$ cat config.mk
export PLATFORM = sky130hd
export DESIGN_NAME = cpu_bus_arbiter
export DESIGN_NICKNAME = d
export VERILOG_FILES = /design/src/rtl/cpu_bus_arbiter.sv
export SDC_FILE = /design/constraint.sdc
export NUM_CORES = 1
export LEC_CHECK = 0
export BUFFER_PORTS_ARGS = -buffer_cell sky130_fd_sc_hd__buf_2
export CORE_MARGIN = 8
export CORE_UTILIZATION = 49
export CTS_BUF_LIST = sky130_fd_sc_hd__clkbuf_8
export DETAILED_ROUTE_END_ITERATION = 12
export PLACE_DENSITY = 0.85
export SKIP_CTS_REPAIR_TIMING = 1
export SLEW_MARGIN = 20
export SYNTH_ARGS = -nofsm -noshare
export SYNTH_HDL_FRONTEND = slang
export SYNTH_SLANG_ARGS = --single-unit
$ cat constraint.sdc
create_clock -name i_clock -period 5.4 [get_ports i_clock]
set_input_delay 0.27 -clock i_clock [delete_from_list [all_inputs] [get_ports i_clock]]
set_output_delay 0.27 -clock i_clock [all_outputs]
set_load 0.05 [all_outputs]
$ cat src/rtl/cpu_bus_arbiter.sv
// Two-port (instruction A / data B) arbiter onto a single request/ready CPU bus.
// Fair tie-break on simultaneous requests, optional bus-wait timeout, and a release cycle per transfer.
module cpu_bus_arbiter #(
  parameter int unsigned TIMEOUT = 4096
) (
  input  logic        i_clock,
  input  logic        i_reset,

  input  logic        i_a_request,
  input  logic        i_a_rw,
  input  logic [31:0] i_a_address,
  input  logic [31:0] i_a_wdata,
  output logic        o_a_ready,
  output logic        o_a_error,
  output logic [31:0] o_a_rdata,

  input  logic        i_b_request,
  input  logic        i_b_rw,
  input  logic [31:0] i_b_address,
  input  logic [31:0] i_b_wdata,
  output logic        o_b_ready,
  output logic        o_b_error,
  output logic [31:0] o_b_rdata,

  output logic        o_bus_request,
  output logic        o_bus_rw,
  output logic [31:0] o_bus_address,
  output logic [31:0] o_bus_wdata,
  input  logic        i_bus_ready,
  input  logic [31:0] i_bus_rdata
);

  localparam logic [1:0] ST_IDLE    = 2'd0;
  localparam logic [1:0] ST_BUS     = 2'd1;
  localparam logic [1:0] ST_RELEASE = 2'd2;

  // Last counter value before the forced error completion; unused when TIMEOUT is 0.
  localparam int unsigned TIMEOUT_LAST = (TIMEOUT == 0) ? 0 : TIMEOUT - 1;

  logic [1:0]  r_state;
  logic        r_grant_b;
  logic        r_last_grant_b;
  logic [15:0] r_wait_cnt;

  logic        r_bus_request;
  logic        r_bus_rw;
  logic [31:0] r_bus_address;
  logic [31:0] r_bus_wdata;

  logic        r_a_ready;
  logic        r_a_error;
  logic [31:0] r_a_rdata;
  logic        r_b_ready;
  logic        r_b_error;
  logic [31:0] r_b_rdata;

  logic        w_any_request;
  logic        w_pick_b;
  logic        w_timeout_hit;
  logic        w_win_rw;
  logic [31:0] w_win_address;
  logic [31:0] w_win_wdata;

  // On a tie the port that did not win last time is chosen.
  always_comb begin
    w_any_request = i_a_request | i_b_request;
    w_pick_b      = i_b_request & (~i_a_request | ~r_last_grant_b);
    w_win_rw      = w_pick_b ? i_b_rw      : i_a_rw;
    w_win_address = w_pick_b ? i_b_address : i_a_address;
    w_win_wdata   = w_pick_b ? i_b_wdata   : i_a_wdata;
    w_timeout_hit = (TIMEOUT != 0) && ({16'd0, r_wait_cnt} == TIMEOUT_LAST);
  end

  always_ff @(posedge i_clock or posedge i_reset) begin
    if (i_reset) begin
      r_state        <= ST_IDLE;
      r_grant_b      <= 1'b0;
      r_last_grant_b <= 1'b1;
      r_wait_cnt     <= 16'd0;
      r_bus_request  <= 1'b0;
      r_bus_rw       <= 1'b0;
      r_bus_address  <= 32'd0;
      r_bus_wdata    <= 32'd0;
      r_a_ready      <= 1'b0;
      r_a_error      <= 1'b0;
      r_a_rdata      <= 32'd0;
      r_b_ready      <= 1'b0;
      r_b_error      <= 1'b0;
      r_b_rdata      <= 32'd0;
    end else begin
      r_a_ready <= 1'b0;
      r_a_error <= 1'b0;
      r_b_ready <= 1'b0;
      r_b_error <= 1'b0;

      case (r_state)
        ST_IDLE: begin
          if (w_any_request) begin
            r_grant_b      <= w_pick_b;
            r_last_grant_b <= w_pick_b;
            r_bus_request  <= 1'b1;
            r_bus_rw       <= w_win_rw;
            r_bus_address  <= w_win_address;
            r_bus_wdata    <= w_win_wdata;
            r_wait_cnt     <= 16'd0;
            r_state        <= ST_BUS;
          end
        end

        ST_BUS: begin
          if (i_bus_ready) begin
            r_bus_request <= 1'b0;
            if (r_grant_b) begin
              r_b_ready <= 1'b1;
              r_b_rdata <= i_bus_rdata;
            end else begin
              r_a_ready <= 1'b1;
              r_a_rdata <= i_bus_rdata;
            end
            r_state <= ST_RELEASE;
          end else if (w_timeout_hit) begin
            r_bus_request <= 1'b0;
            if (r_grant_b) begin
              r_b_ready <= 1'b1;
              r_b_error <= 1'b1;
              r_b_rdata <= 32'd0;
            end else begin
              r_a_ready <= 1'b1;
              r_a_error <= 1'b1;
              r_a_rdata <= 32'd0;
            end
            r_state <= ST_RELEASE;
          end else if (r_wait_cnt != 16'hFFFF) begin
            r_wait_cnt <= r_wait_cnt + 16'd1;
          end
        end

        // Winner still holds its request this cycle; skip sampling so it is not re-granted.
        ST_RELEASE: r_state <= ST_IDLE;

        default: r_state <= ST_IDLE;
      endcase
    end
  end

  assign o_bus_request = r_bus_request;
  assign o_bus_rw      = r_bus_rw;
  assign o_bus_address = r_bus_address;
  assign o_bus_wdata   = r_bus_wdata;
  assign o_a_ready     = r_a_ready;
  assign o_a_error     = r_a_error;
  assign o_a_rdata     = r_a_rdata;
  assign o_b_ready     = r_b_ready;
  assign o_b_error     = r_b_error;
  assign o_b_rdata     = r_b_rdata;

endmodule

== Word-level counts from Yosys, hierarchy flattened ==
Index checks and enable logic that the tools add are counted.

* Add/subtract/negate cells: 1
* Equal/unequal tests: 8
* Multiplexer cells: 36
* Bitwise logic cells: 6
* Reductions and logical operators: 9

{| class="wikitable"
|+ Operators by type and width
! cell !! count
|-
| 32-bit 2-to-1 mux || 10
|-
| 16-bit 2-to-1 mux || 4
|-
| 16-bit one-hot mux with 2 select lines || 1
|-
| 16-bit by 1-bit adder with 16-bit output, second input constant || 1
|-
| 16-bit by 12-bit == test with 1-bit output, second input constant || 1
|-
| 1-bit 2-to-1 mux || 16
|-
| 16-bit inequality test, second input constant || 1
|-
| 3-bit AND reduction || 3
|-
| 2-bit inequality test, second input constant || 4
|-
| 2-bit 2-to-1 mux || 3
|-
| 5-bit AND reduction || 1
|-
| 2-bit one-hot mux with 2 select lines || 1
|-
| 2-bit AND reduction || 2
|-
| 2-bit nonzero test || 2
|-
| 3-bit inequality test, second input constant || 1
|-
| 1-bit NOT || 3
|-
| 2-bit by 1-bit == test with 1-bit output, second input constant || 1
|-
| 2-bit logical NOT || 1
|-
| 1-bit OR || 2
|-
| 1-bit one-hot mux with 2 select lines || 1
|-
| 1-bit AND || 1
|}

* Register bits after elaboration: 154
* Bits of input ports: 167
* Output and inout bits: 134

== Longest topological paths before layout ==
Gate-level depths: netlist (run 1).

* Depth in word-level cells: 5
* Depth in mapped cells: 8

== Worst setup path before layout (run 1) ==
No wires, ideal clock.

* Path type: flip-flop to flip-flop
* From: register r_wait_cnt[12]
* To: register r_a_rdata[2], in the netlist o_a_rdata[2]
* Library setup time: 132 ps
* Arrival: 1912 ps
* Data required time: 5268 ps
* Setup slack: 3356 ps
* Stages on the path, launching flop included: 9
* Path buffers: 3
* Clock period less this slack: 2044 ps
* Path through: dfrtp_1 > buf_6 > or4_4 > nor4_4 > o211ai_2 > buf_6 > buf_6 > nand2_1 > o21ai_1

* Longest elaborated chain between the ends: 3

{| class="wikitable"
|+ RTL lines
! what !! RTL line !! text
|-
| start, declared || 43 || <nowiki>logic [15:0] r_wait_cnt;</nowiki>
|-
| start signal, assigned || 134 || <nowiki>r_wait_cnt <= r_wait_cnt + 16'd1;</nowiki>
|-
| 16-bit by 12-bit == test with 1-bit output || 71 || <nowiki>w_timeout_hit = (TIMEOUT != 0) && ({16'd0, r_wait_cnt} == TIMEOUT_LAST);</nowiki>
|-
| 2-bit nonzero test (no line) || - ||
|-
| 3-bit AND reduction (no line) || - ||
|-
| end signal, assigned || 118 || <nowiki>r_a_rdata <= i_bus_rdata;</nowiki>
|-
| end, declared || 52 || <nowiki>logic [31:0] r_a_rdata;</nowiki>
|}

No other way between the ends.
A chain may end at the register's enable or synchronous reset.

== Final worst setup path (run 1) ==
* From: register r_last_grant_b
* To: register r_bus_wdata[1], in the netlist o_bus_wdata[1]

* Longest elaborated chain between the ends: 4

{| class="wikitable"
|+ RTL lines
! what !! RTL line !! text
|-
| start, declared || 42 || <nowiki>logic r_last_grant_b;</nowiki>
|-
| start signal, assigned || 100 || <nowiki>r_last_grant_b <= w_pick_b;</nowiki>
|-
| 1-bit NOT || 67 || <nowiki>w_pick_b = i_b_request & (~i_a_request | ~r_last_grant_b);</nowiki>
|-
| 1-bit OR || 67 ||
|-
| 1-bit AND || 67 ||
|-
| 32-bit 2-to-1 mux || 70 || <nowiki>w_win_wdata = w_pick_b ? i_b_wdata : i_a_wdata;</nowiki>
|-
| end signal, assigned || 104 || <nowiki>r_bus_wdata <= w_win_wdata;</nowiki>
|-
| end, declared || 48 || <nowiki>logic [31:0] r_bus_wdata;</nowiki>
|}

No other way between the ends.

==> results of run 1 <==
-- cell usage after synthesis, types with 4 or more instances --
cell type and number:
sky130_fd_sc_hd__o21ai_2 34, sky130_fd_sc_hd__a31oi_1 8, sky130_fd_sc_hd__nand3_1 4, sky130_fd_sc_hd__and3_2 4, sky130_fd_sc_hd__o21ai_1 27, sky130_fd_sc_hd__mux2i_1 65, sky130_fd_sc_hd__nor2_1 8, sky130_fd_sc_hd__buf_1 4
sky130_fd_sc_hd__o21ai_0 79, sky130_fd_sc_hd__a21oi_1 11, sky130_fd_sc_hd__nand2_1 176, sky130_fd_sc_hd__inv_1 5, sky130_fd_sc_hd__nand4_1 7, sky130_fd_sc_hd__buf_6 14, sky130_fd_sc_hd__clkbuf_1 20, sky130_fd_sc_hd__dfrtp_1 153
-- worst reg2reg max path: cells and delay by family (launching register included) --
family          cells  cell delay, ps
flops               1             390
compound gates      2             790
mux                 1             340
buf+inv             1             750
-- per-layer routing --
metal  wire length [µm]  up-vias
li1                   -     2841
met1               7620     2699
met2               9620      285
met3               1920       32
met4                416        4
met5                 28        -
-- registers in the layout (all words and copies together) (netlist names) --
register	cells
o_a_rdata	32
o_b_rdata	32
o_bus_address	32
o_bus_wdata	32
r_wait_cnt	16
r_state	2
o_a_error	1
o_a_ready	1
o_b_error	1
o_b_ready	1
o_bus_request	1
o_bus_rw	1
r_grant_b	1
r_last_grant_b	1
-- worst min-delay path by stage --
stage                          to  slack, ps  cells after the start
floorplan           o_a_rdata[10]        420                      2
CTS                 o_a_rdata[30]         30                      2
finish              o_b_rdata[21]         20                      2
global placement    o_a_rdata[21]        460                      2
global route         o_a_rdata[8]         50                      3
detailed placement  o_bus_request        460                      2
-- kinds of logic after synthesis --
family                     count (synthesis)  share of synthesized area [%]
and+or+nand+nor                          215                           13.3
adders and majority gates                  1                          0.183
DFF                                      154                           56.4
buffers and inverters                     48                           4.43
AOI/OAI and AO/OA                        174                           15.7
muxes                                     68                           10.0
-- power by group --
group          internal [mW]  switching (mW)  total [mW]
registers               1.60           0.247        1.85
logic                  0.666            2.35        3.02
clock network          0.528           0.454       0.982
-- cells in the final DEF (no fill, tap or decap), drive strengths merged, types with 8 or more instances in the layout --
master	n
a31oi	9
nand2	176
mux2i	65
buf	306
nor2	8
inv	11
a21oi	12
o21ai	140
dfrtp	153
clkbuf	18
-- layout make-up --
type / count / area, µm² / share of cell area [%]
Timing Repair Buffer: 306 / 1550 / 17.6
Sequential cell: 154 / 3850 / 43.7
Tap cell: 180 / 225 / 2.55
Inverter: 5 / 23.8 / 0.269
Multi-Input combinational cell: 458 / 2720 / 30.8
Clock inverter: 14 / 208 / 2.35
Antenna cell: 1 / 2.50 / 0.0283
Clock buffer: 18 / 248 / 2.81
==> flow_summary_export.csv, run 1 <==
group,metric,value,unit
status,status,"completed",
pwr,power.density_cell_area,662,nW/µm²
global_route,globalRouteOverflowTotal,0,
yosys,synthFlopType,"sky130_fd_sc_hd__dfrtp_1",
clocking,cts.path.max_buffers,2,
global_route,groute.layer.met2.usage,34.8,%
floorplanning,floorplan_die_height,134,µm
floorplanning,placeableCoreArea,13800,µm²
cells_and_area,fill_cells,1107,
min_path,hp-class,"input port to async pin",
cells_and_area,flow.area_growth_from_synthesis,29.1,%
cells_and_area,ratio_of_cells_with_drive_above_1_in_the_final_layout,41.4,%
floorplanning,die_width,134,µm
yosys,number_of_library_cell_types_mapped_by_synthesis,43,
setup_path,critical-path-slowest-cell,"sky130_fd_sc_hd__buf_4",
setup_path,crit_required,5680,ps
global_route,use_met1,24.8,%
detailed_routing,drt_pass1_iterations,4,
yosys,netlist.top_cell.by_area,"sky130_fd_sc_hd__dfrtp_1",
floorplanning,rows,43,
cells_and_area,final_design_area_no_fill,8830,µm²
pwr,power.leakage,4.60,nW
placement,dp_cells,1103,
job,maxCapViolations,0,
sta,post-route-min-period,2420,ps
placement,pre_cts_slack,2930,ps
sta,finalHoldViolCount,0,
sta,final_max_slew_viol_count,0,
clocking,cts.sinks,154,
yosys,ys_top_cells_by_area,"sky130_fd_sc_hd__dfrtp_1 (56%), sky130_fd_sc_hd__nand2_1 (9.7%), sky130_fd_sc_hd__mux2i_1 (9.5%)",
sta,clock_skew,11.7,ps
detailed_routing,viasPerCell,5.16,
yosys,post_synth.cell_area_avg,10.4,µm²
global_route,grt_pass1_vias,5738,
detailed_routing,detailedRoute.firstIterationViolations,279,
setup_path,critical-path-max-stage-delay,740,ps
sta,max_slew_margin,40.8,%
setup_path,largest_fanout_of_any_net_on_the_critical_path,47,
sta,timing.fmax,414,MHz
global_route,total_track_usage,21.2,%
clocking,htree_num_levels,4,
detailed_routing,routed-via-count,5861,
sta,max_slew.worst_pin.slew,887,ps
detailed_routing,antenna_violating_nets_post_route,0,
floorplanning,ios,301,
setup_path,reg2reg_slack,2980,ps
setup_path,cp_cell_sequence,"a21boi_4, buf_4, mux2i_1, o21ai_0",
setup_path,critical_path.endpoint_type,"flop",
yosys,synth-seq-area-share,56.4,%
cells_and_area,final_net_count,1110,
yosys,syn-cell-area,6840,µm²
placement,post-dp-hpwl,14900,µm
global_route,grt_start_max_net_pins,136,
setup_path,critical_path_cell_count,4,
setup_path,crit_family,"compound AO/OA/AOI/OAI gates",
clocking,tritoncts,"built",
setup_path,r2r-start,"r_last_grant_b",
global_route,antenna_violations_before_repair,2,
sta,unrepaired_setup_endpoints_after_global_routing,"no",
setup_path,setup.worst_path.class,"flop to flop",
sta,fin_crit_sh,44.8,%
yosys,ys_async_sr_fraction,100,%
setup_path,timing.reg2reg.worst_path_depth,4,
yosys,synth_top_area_share,56.0,%
detailed_routing,drt-wirelength-per-cell,17.3,µm
pwr,totalPowerFinal,5.85,mW
sta,post-route-worst-setup-slack,2980,ps
global_route,grt_first_pass_wirelength,30000,µm
setup_path,setup.worst_path.start_class,"flop",
setup_path,cp_data_arrival_time,2700,ps
cells_and_area,final_cell_count_no_fill,1136,
placement,place.gp.congestion,0.878,
floorplanning,initial_core_util,49.7,%
sta,final_sum_of_negative_setup_slack,0,ps
clocking,root_buffer,"sky130_fd_sc_hd__clkbuf_8",
yosys,ys_warn_count,0,
yosys,syn_inst,660,
setup_path,endpoint,"o_bus_wdata[1]",
clocking,clk_transition_reported_paths,90,ps
placement,dpl-instance-area,8370,µm²
floorplanning,floorplan.die_area,18000,µm²
cells_and_area,final_core_util,64.1,%
yosys,ys_ff_latch,154,
global_route,globalRoute.busiestLayer,"met2",
setup_path,crit_start,"r_last_grant_b",
setup_path,worst-path-buf-inv,1,
yosys,synth.net_count,828,
pwr,vdd_drop_max,0.000566,V
detailed_routing,drt-total-wl,19600,µm
placement,numPortBuffers,300,
clocking,tritoncts.num_buffers,17,
detailed_routing,drt_drc_violations_left,0,
yosys,synth_enable_flop_cells,0,
clocking,clock_insertion_delay_worst_skew,440,ps
setup_path,r2r-end,"o_bus_wdata[1]",
sta,setup_viol,0,
sta,timing.hold.ws,18.3,ps
global_route,global_route.usage.met3,7.89,%
(Power assumes the default switching activity.)
==> run 2: changes to the inputs <==
==> constraint.sdc (replaced) <==
create_clock -name i_clock -period 2.3 [get_ports i_clock]
set_input_delay 0.115 -clock i_clock [delete_from_list [all_inputs] [get_ports i_clock]]
set_output_delay 0.115 -clock i_clock [all_outputs]
set_load 0.05 [all_outputs]
==> flow_summary_export.csv, run 2 (synthesized netlist as in run 1, its figures left out) <==
group,metric,value,unit
status,status,"finished with violations",
status,failed_checks,"negative hold slack, negative setup slack",
floorplanning,initial_core_util,49.7,%
cells_and_area,fill_cells,895,
sta,timing.hold.ws,-43.1,ps
sta,max_slew_margin,48.5,%
pwr,power.leakage,5.19,nW
setup_path,r2r-end,"o_bus_address[11]",
setup_path,critical_path.endpoint_type,"flop",
floorplanning,rows,43,
pwr,vdd_drop_max,0.000879,V
sta,fin_crit_sh,101,%
sta,max_slew.worst_pin.slew,772,ps
clocking,clock_insertion_delay_worst_skew,450,ps
placement,numPortBuffers,300,
sta,clock_skew,17.2,ps
clocking,cts.sinks,154,
min_path,worstHoldStart,"i_a_wdata[16]",
clocking,clk_transition_reported_paths,100,ps
detailed_routing,drt_pass1_iterations,6,
floorplanning,placeableCoreArea,13800,µm²
floorplanning,die_width,134,µm
placement,dpl-instance-area,8580,µm²
detailed_routing,antenna_violating_nets_post_route,0,
setup_path,timing.reg2reg.worst_path_depth,5,
setup_path,setup.worst_path.class,"flop to flop",
global_route,globalRouteOverflowTotal,0,
sta,post-route-worst-setup-slack,-28.6,ps
pwr,power.density_cell_area,1390,nW/µm²
clocking,cts.path.max_buffers,2,
floorplanning,floorplan.die_area,18000,µm²
cells_and_area,final_common_cell,"sky130_fd_sc_hd__buf_2",
sta,post-route-min-period,2330,ps
setup_path,crit_required,2580,ps
sta,finalHoldViolCount,4,
sta,final_max_slew_viol_count,0,
clocking,tritoncts,"built",
cells_and_area,antenna_cells_inserted,0,
placement,place.gp.congestion,0.885,
cells_and_area,final_net_count,1244,
clocking,root_buffer,"sky130_fd_sc_hd__clkbuf_8",
cells_and_area,final_design_area_no_fill,10200,µm²
detailed_routing,detailedRoute.firstIterationViolations,465,
detailed_routing,drt-wirelength-per-cell,19.8,µm
cells_and_area,flow.area_growth_from_synthesis,48.8,%
setup_path,reg2reg_slack,-30,ps
pwr,totalPowerFinal,14.2,mW
sta,setup_viol,2,
global_route,antenna_violations_before_repair,1,
global_route,grt_pass1_vias,5922,
detailed_routing,drt_drc_violations_left,0,
detailed_routing,routed-via-count,6891,
min_path,hp-class,"input port to flop",
setup_path,setup.worst_path.start_class,"flop",
global_route,total_track_usage,21.8,%
clocking,tritoncts.num_buffers,17,
setup_path,largest_fanout_of_any_net_on_the_critical_path,22,
cells_and_area,layout.cells.most_common_list,"sky130_fd_sc_hd__buf_2 (300), sky130_fd_sc_hd__nand2_1 (176), sky130_fd_sc_hd__dfrtp_1 (153)",
setup_path,r2r-start,"r_last_grant_b",
floorplanning,floorplan_die_height,134,µm
sta,timing.fmax,429,MHz
min_path,hold-path-cell-count,3,
detailed_routing,viasPerCell,5.43,
global_route,grt_first_pass_wirelength,30800,µm
placement,post-dp-hpwl,15700,µm
clocking,htree_num_levels,4,
min_path,min_delay_worst_endpoint,"o_bus_wdata[16]",
global_route,grt_start_max_net_pins,134,
detailed_routing,drt-total-wl,25100,µm
floorplanning,ios,301,
cells_and_area,ratio_of_cells_with_drive_above_1_in_the_final_layout,37.6,%
job,maxCapViolations,0,
setup_path,cp_data_arrival_time,2610,ps
run 2: cell count changes in the layout (fill, tap and decap cells not counted), sizes merged, moves of 2 or more:
cell,previous run,this run
bufinv,4,2
clkinv,0,5
inv,11,8
buf,306,321
dlygate4sd3,0,119
run 2: metal layers:
layer / vias up / track usage (%) / share of wire, % / wire [µm]
met5: - / 0 / 0.040 / 10
met4: 2 / 7.36 / 4.0 / 1020
met3: 83 / 7.37 / 11 / 2700
met2: 480 / 36.4 / 49 / 12400
met1: 3211 / 25.9 / 36 / 9010
li1: 3115 / - / - / -
run 2: worst max-delay path: stages (launching register included):
cell,delay [ps]
sky130_fd_sc_hd__dfstp_2,390
sky130_fd_sc_hd__a21boi_4,550
sky130_fd_sc_hd__buf_12,270
sky130_fd_sc_hd__mux2i_1,250
sky130_fd_sc_hd__dlygate4sd3_1,560
sky130_fd_sc_hd__o21ai_0,130
run 2: worst max-delay path by stage:
stage	from	end	slack, ps	cells after the start
after floorplan	i_reset	o_a_error	240	1
after global placement	r_wait_cnt[13]	r_wait_cnt[6]	290	6
after detailed placement	r_wait_cnt[14]	r_wait_cnt[7]	200	6
after CTS	r_wait_cnt[14]	r_wait_cnt[7]	180	6
after global routing	r_last_grant_b	o_bus_address[11]	-70	5
final	r_last_grant_b	o_bus_address[11]	-30	5
run 2: stage by stage:
stage,setup TNS (ps),utilization (%),setup WS (ps),std cells
after floorplan,0,-,241,660
after global placement,0,62.3,289,1118
after detailed placement,0,62.3,200,1118
after CTS,0,65.2,184,1150
after global routing,-293,73.9,-73.7,1269
final,-36.2,73.9,-28.6,1269
run 2: power breakdown:
group / switching (mW) / total (mW) / internal (mW)
sequential: 0.630 / 4.39 / 3.76
combinational: 5.84 / 7.70 / 1.86
clock: 1.04 / 2.07 / 1.03
run 2: final cells by class:
| class | instances | area [µm²] | area share, % |
|---|---|---|---|
| Tap cell | 180 | 225 | 2.21 |
| Inverter | 5 | 22.5 | 0.221 |
| Multi-Input combinational cell | 458 | 2720 | 26.7 |
| Sequential cell | 154 | 3850 | 37.9 |
| Timing Repair Buffer | 440 | 2950 | 29.0 |
| Clock inverter | 13 | 141 | 1.39 |
| Clock buffer | 19 | 262 | 2.57 |
